==> src/rtl/lfsr_pkg.sv <==
// Shared constants, FSM encoding and LFSR step function for the offset finder.
// Contents: LFSR_W width, default tap masks POLY0_DEFAULT/POLY1_DEFAULT,
//           state_t encoding and lfsr_next().
package lfsr_pkg;

  localparam int LFSR_W = 17;

  localparam logic [LFSR_W-1:0] POLY0_DEFAULT = 17'h1D258;
  localparam logic [LFSR_W-1:0] POLY1_DEFAULT = 17'h17E04;

  typedef enum logic [1:0] {
    ST_IDLE   = 2'd0,
    ST_SEARCH = 2'd1,
    ST_DONE   = 2'd2
  } state_t;

  // Fibonacci step: shift left, new LSB is the parity of the tapped bits.
  function automatic logic [LFSR_W-1:0] lfsr_next(input logic [LFSR_W-1:0] s,
                                                  input logic [LFSR_W-1:0] poly);
    return {s[LFSR_W-2:0], ^(s & poly)};
  endfunction

endpackage

==> src/rtl/lfsr17_stepper.sv <==
// 17-bit Fibonacci LFSR register that can be loaded or advanced one step.
// Ports: clk; load/load_value (load wins over step); step advances by one;
//        state is the current register value.
module lfsr17_stepper
  import lfsr_pkg::*;
#(
  parameter logic [LFSR_W-1:0] POLY = POLY0_DEFAULT
) (
  input  logic              clk,
  input  logic              load,
  input  logic [LFSR_W-1:0] load_value,
  input  logic              step,
  output logic [LFSR_W-1:0] state
);

  always_ff @(posedge clk) begin
    if (load) begin
      state <= load_value;
    end else if (step) begin
      state <= lfsr_next(state, POLY);
    end
  end

endmodule

==> src/rtl/lfsr_offset_finder.sv <==
// Finds the offset of a decoded 17-bit sample within two LFSR sequences.
// Ports: clk_96MHz, reset (sync, active high); data_availible strobe with
//        decoded_data/ts_last_data in; busy, result_valid/result_fail pulses,
//        held poly_id/offset/ts_out, saturating drop_count out.
module lfsr_offset_finder
  import lfsr_pkg::*;
#(
  parameter logic [LFSR_W-1:0] POLY0    = POLY0_DEFAULT,
  parameter logic [LFSR_W-1:0] POLY1    = POLY1_DEFAULT,
  parameter logic [LFSR_W-1:0] SEED     = 17'h00001,
  parameter logic [LFSR_W-1:0] MAX_ITER = 17'd131071
) (
  input  logic              clk_96MHz,
  input  logic              reset,
  input  logic              data_availible,
  input  logic [LFSR_W-1:0] decoded_data,
  input  logic [23:0]       ts_last_data,
  output logic              busy,
  output logic              result_valid,
  output logic              result_fail,
  output logic              poly_id,
  output logic [LFSR_W-1:0] offset,
  output logic [23:0]       ts_out,
  output logic [7:0]        drop_count
);

  localparam logic [LFSR_W-1:0] LAST_K = MAX_ITER - 17'd1;

  state_t            state;
  state_t            state_nxt;
  logic [LFSR_W-1:0] cap_data;
  logic [23:0]       cap_ts;
  logic [LFSR_W-1:0] k;
  logic [LFSR_W-1:0] s0;
  logic [LFSR_W-1:0] s1;
  logic              hit;
  logic              capture;
  logic              match0;
  logic              match1;
  logic              finish;

  assign capture = (state == ST_IDLE) && data_availible;
  assign match0  = (s0 == cap_data);
  assign match1  = (s1 == cap_data);
  // The last compare happens at k == MAX_ITER-1, so the counter never wraps.
  assign finish  = (state == ST_SEARCH) && (match0 || match1 || (k == LAST_K));

  // Reset reloads the seed so the LFSRs hold SEED while idle after reset.
  lfsr17_stepper #(.POLY(POLY0)) u_lfsr0 (
    .clk        (clk_96MHz),
    .load       (reset || capture),
    .load_value (SEED),
    .step       (state == ST_SEARCH),
    .state      (s0)
  );

  lfsr17_stepper #(.POLY(POLY1)) u_lfsr1 (
    .clk        (clk_96MHz),
    .load       (reset || capture),
    .load_value (SEED),
    .step       (state == ST_SEARCH),
    .state      (s1)
  );

  always_ff @(posedge clk_96MHz) begin
    if (reset) begin
      state      <= ST_IDLE;
      cap_data   <= '0;
      cap_ts     <= '0;
      k          <= '0;
      hit        <= 1'b0;
      poly_id    <= 1'b0;
      offset     <= '0;
      ts_out     <= '0;
      drop_count <= '0;
    end else begin
      state <= state_nxt;
      if (capture) begin
        cap_data <= decoded_data;
        cap_ts   <= ts_last_data;
        k        <= '0;
      end else if (state == ST_SEARCH) begin
        k <= k + 17'd1;
      end
      if (finish) begin
        hit     <= match0 || match1;
        // POLY0 wins a simultaneous match; a miss reports 0 as well.
        poly_id <= !match0 && match1;
        offset  <= k;
        ts_out  <= cap_ts;
      end
      if (data_availible && (state != ST_IDLE) && (drop_count != 8'hFF)) begin
        drop_count <= drop_count + 8'd1;
      end
    end
  end

  always_comb begin
    state_nxt    = state;
    busy         = (state != ST_IDLE);
    result_valid = 1'b0;
    result_fail  = 1'b0;
    case (state)
      ST_IDLE:   if (data_availible) state_nxt = ST_SEARCH;
      ST_SEARCH: if (finish) state_nxt = ST_DONE;
      ST_DONE: begin
        state_nxt    = ST_IDLE;
        result_valid = hit;
        result_fail  = !hit;
      end
      default:   state_nxt = ST_IDLE;
    endcase
  end

endmodule

==> config.mk <==
export PLATFORM = sky130hd
export DESIGN_NAME = lfsr_offset_finder
export DESIGN_NICKNAME = d
export VERILOG_FILES = /design/src/rtl/lfsr_pkg.sv /design/src/rtl/lfsr17_stepper.sv /design/src/rtl/lfsr_offset_finder.sv
export SDC_FILE = /design/constraint.sdc
export NUM_CORES = 1
export LEC_CHECK = 0
export BUFFER_PORTS_ARGS = -buffer_cell sky130_fd_sc_hd__clkbuf_2
export CORE_MARGIN = 3
export CORE_UTILIZATION = 35
export DETAILED_ROUTE_END_ITERATION = 8
export PLACE_DENSITY = 0.59
export SLEW_MARGIN = 25
export SYNTH_ARGS = -nofsm -noshare
export SYNTH_HDL_FRONTEND = slang
export SYNTH_SLANG_ARGS = --single-unit
==> constraint.sdc <==
create_clock -name clk_96MHz -period 5.7 [get_ports clk_96MHz]
set_clock_uncertainty 0.2 [all_clocks]
set_input_delay 1.14 -clock clk_96MHz [delete_from_list [all_inputs] [get_ports clk_96MHz]]
set_output_delay 1.14 -clock clk_96MHz [all_outputs]
set_load 0.01 [all_outputs]
==> flow_summary.yaml <==
clock_network:
  cts-root-buf: "clkbuf_16"
  cts_resized: 0
  cts_tree: "yes"
  clockBufferDepth: 2
  clkTransAtPathRegs_ps: 60
  hold_buffers: 0
  cts_made_buffers: 17
  clock-sinks: 145
  clk_latency_ps: 410
  postCtsSetupRepairBufs: 0
  cts_max_level: 4
final_layout:
  final_cell_area_sq_um: 7430
  finalNetCount: 835
  syn2layout_area_growth_pct: 19.67
  fill_cells: 1772
  drive_gt1_share_pct: 17.48
  multiInputGateArea_sq_um: 3059
  seq_area_sq_um: 2903
  antennaDiodeCount: 0
  utilization_pct: 42.81
  fin_cells: 1026
worst_setup_path:
  crit_path_max_incr_delay_ps: 510
  reg2reg_from: "k[11]"
  cp_data_arrival_time_ps: 3000
  critical_path.cell_chain: "and3_1 -> nand3_1 -> nor4_2 -> and2_1 -> a211o_2 -> buf_4 -> mux2i_1"
  cpLargestDelayFamily: "simple AND/OR/NAND/NOR gates"
  crit_fanout: 29
  worst-setup-path-type: "reg2reg"
  crit_start: "k[11]"
  end_kind: "flop"
  startpoint_type: "flop"
  slowest_stage: "buf_4"
  required_ps: 5840
  crit_buf_inv: 1
detailed_routing:
  wl_per_cell_um: 13.28
  wl_met1_um: 6846
  dr_wl_met3_um: 535
  top_layer: "met4"
  viasPerCell: 4.613
  ant_nets: 0
  wl_um: 13630
  drc: 0
  num_vias: 4733
  drt_pass1_iterations: 5
  drtIter0Drc: 252
  route.met2.wl_um: 6064
power_and_ir_drop:
  p_leak_nw: 2.810
  irDropWorstVdd_v: 0.0002341
  power_density_nw_per_um2: 325.3
die:
  dieArea_sq_um: 19370
  start_util_pct: 35.77
  rows: 48
  core_area_sq_um: 17360
  ios: 97
  fp.dieH_um: 139.2
  die_x_um: 139.2
synthesis:
  syn_inst: 709
  yosysWarnings: 0
  synth_flop_cell: "dfxtp_1"
  yosys.cell_count.top_type: "nand2_1"
  synth_common_cells: "154 x nand2_1, 145 x dfxtp_1, 86 x nand2b_1"
  ys_seq_area_share_pct: 46.76
  synth_area_leaders: "dfxtp_1 47%, nand2_1 9.3%, nand2b_1 8.7%, mux2i_1 6.8%, a21oi_1 6.1%"
  syn_area_sq_um: 6208
  syn_avg_cell_area_sq_um: 8.757
  synth-edff-count: 0
  synth-seq-cells: 145
  netlist-cell-type-count: 34
  synth_nets: 756
  synth_top_area_share_pct: 46.76
  synthArstFlopShare_pct: 0
  yosys.area.top_type: "dfxtp_1"
sta:
  finalSetupTns_ps: 0
  drv_slew: 0
  hold_violations: 0
  setup_ws_ps: 2841
  tightest_slew_ps: 802.7
  rsz0062_at_grt: "no"
  relSlewSlack_pct: 46.49
  post-route-period-util_pct: 50.16
  setup_viol: 0
  fmax_mhz: 349.8
  min_period_ps: 2859
global_route:
  grt-ovfl-total: 0
  track_usage_pct: 14.46
  grt_pass1_wl_um: 23100
  first_global_vias: 4549
  antenna_found_initial: 0
  grt_max_degree: 138
placed_design:
  place_ws_ps: 2817
  place_area_sq_um: 6794
  dp_hpwl_um: 8944
  port_buffers: 96
  gp_congestion: 0.8169
  dp_cells: 994
flow_run:
  maxCapViolations: 0
worst_hold_path:
  hp-class: "reg2reg"
  hp-start: "cap_ts[19]"
run_status:
  status: "finished, final reports clean"
## per-layer routing
layer,track usage (%),vias up
met2,21.76,86
met3,4.345,14
met1,19.88,2156
li1,-,2477
met4,4.789,0
met5,0,-
## layout make-up
cell class	count	area share (%)
repair buffers	103	7.258
flip-flops and latches	145	39.07
multi-input cells	518	41.18
clock inverters	13	2.459
inverters	3	0.1516
well taps	225	3.789
clock buffers	19	6.096
## report_power, final
part | total (mW) | switching [mW] | internal [mW]
combinational | 0.166 | 0.102 | 0.0647
clock | 1.19 | 0.433 | 0.756
sequential | 1.06 | 0.0220 | 1.04
total | 2.42 | 0.557 | 1.86
## logic make-up (layout without fill, tap and decap cells)
group                    Yosys count  count (layout)  synth area share (%)
AO/OA/AOI/OAI                     86              86                 7.296
adder cells (fa/ha/maj)            3               3                0.6047
flip-flops                       145             145                 46.76
multiplexers                      42              42                 6.771
buffers and inverters             46             138                 4.010
AND/OR/NAND/NOR                  318             318                 24.83
XOR/XNOR                          69              69                 9.734
## through the flow
| stage | power [mW] | hold WS [ps] |
|---|---|---|
| final | 2.417 | 254.4 |
| after global routing | 2.518 | 274.5 |
| after CTS | 2.453 | 255.2 |
| after detailed placement | 1.252 | 246.9 |
| after global placement | 1.251 | 242.3 |
| after floorplan | 1.200 | 236.8 |
## cells in the final DEF, fill, tap and decap left out, types with 2 or more instances in the layout
cell type / count
or3_1: 2
ha_1: 3
clkbuf_8: 2
nand2b_1: 86
nand4_1: 7
xor2_1: 39
inv_6: 2
bufinv_16: 4
and2_1: 3
clkinvlp_4: 4
nor3b_1: 2
and3_1: 3
nor3_1: 7
a21oi_1: 76
a211o_1: 2
nor4_1: 5
clkinv_2: 3
dfxtp_1: 145
clkbuf_16: 17
inv_1: 3
clkbuf_2: 95
mux2i_1: 42
o21ai_0: 4
buf_4: 7
xnor2_1: 30
nand2_1: 154
nand3_1: 11
nor2_1: 30
## worst register-to-register path, stage by stage, from the launching register on
cell and delay, ps:
dfxtp_1 400, and3_1 220, nand3_1 140, nor4_2 480, and2_1 200, a211o_2 360, buf_4 520, mux2i_1 270
## final timing paths
kind                            slack [ps]  depth (start not counted)          to
worst min-delay path                   250                          2  cap_ts[19]
worst max register to register        2840                          7   offset[7]
worst min register to register         250                          2  cap_ts[19]
worst max-delay path                  2840                          7   offset[7]
## flip-flops by register name (all words and copies together) (netlist names)
register       cells
k                 17
ts_out            24
drop_count         8
state              2
cap_data          17
offset            17
hit                1
u_lfsr1.state     17
u_lfsr0.state     17
poly_id            1
cap_ts            24
No activity file was read; power rests on OpenSTA's default activity.
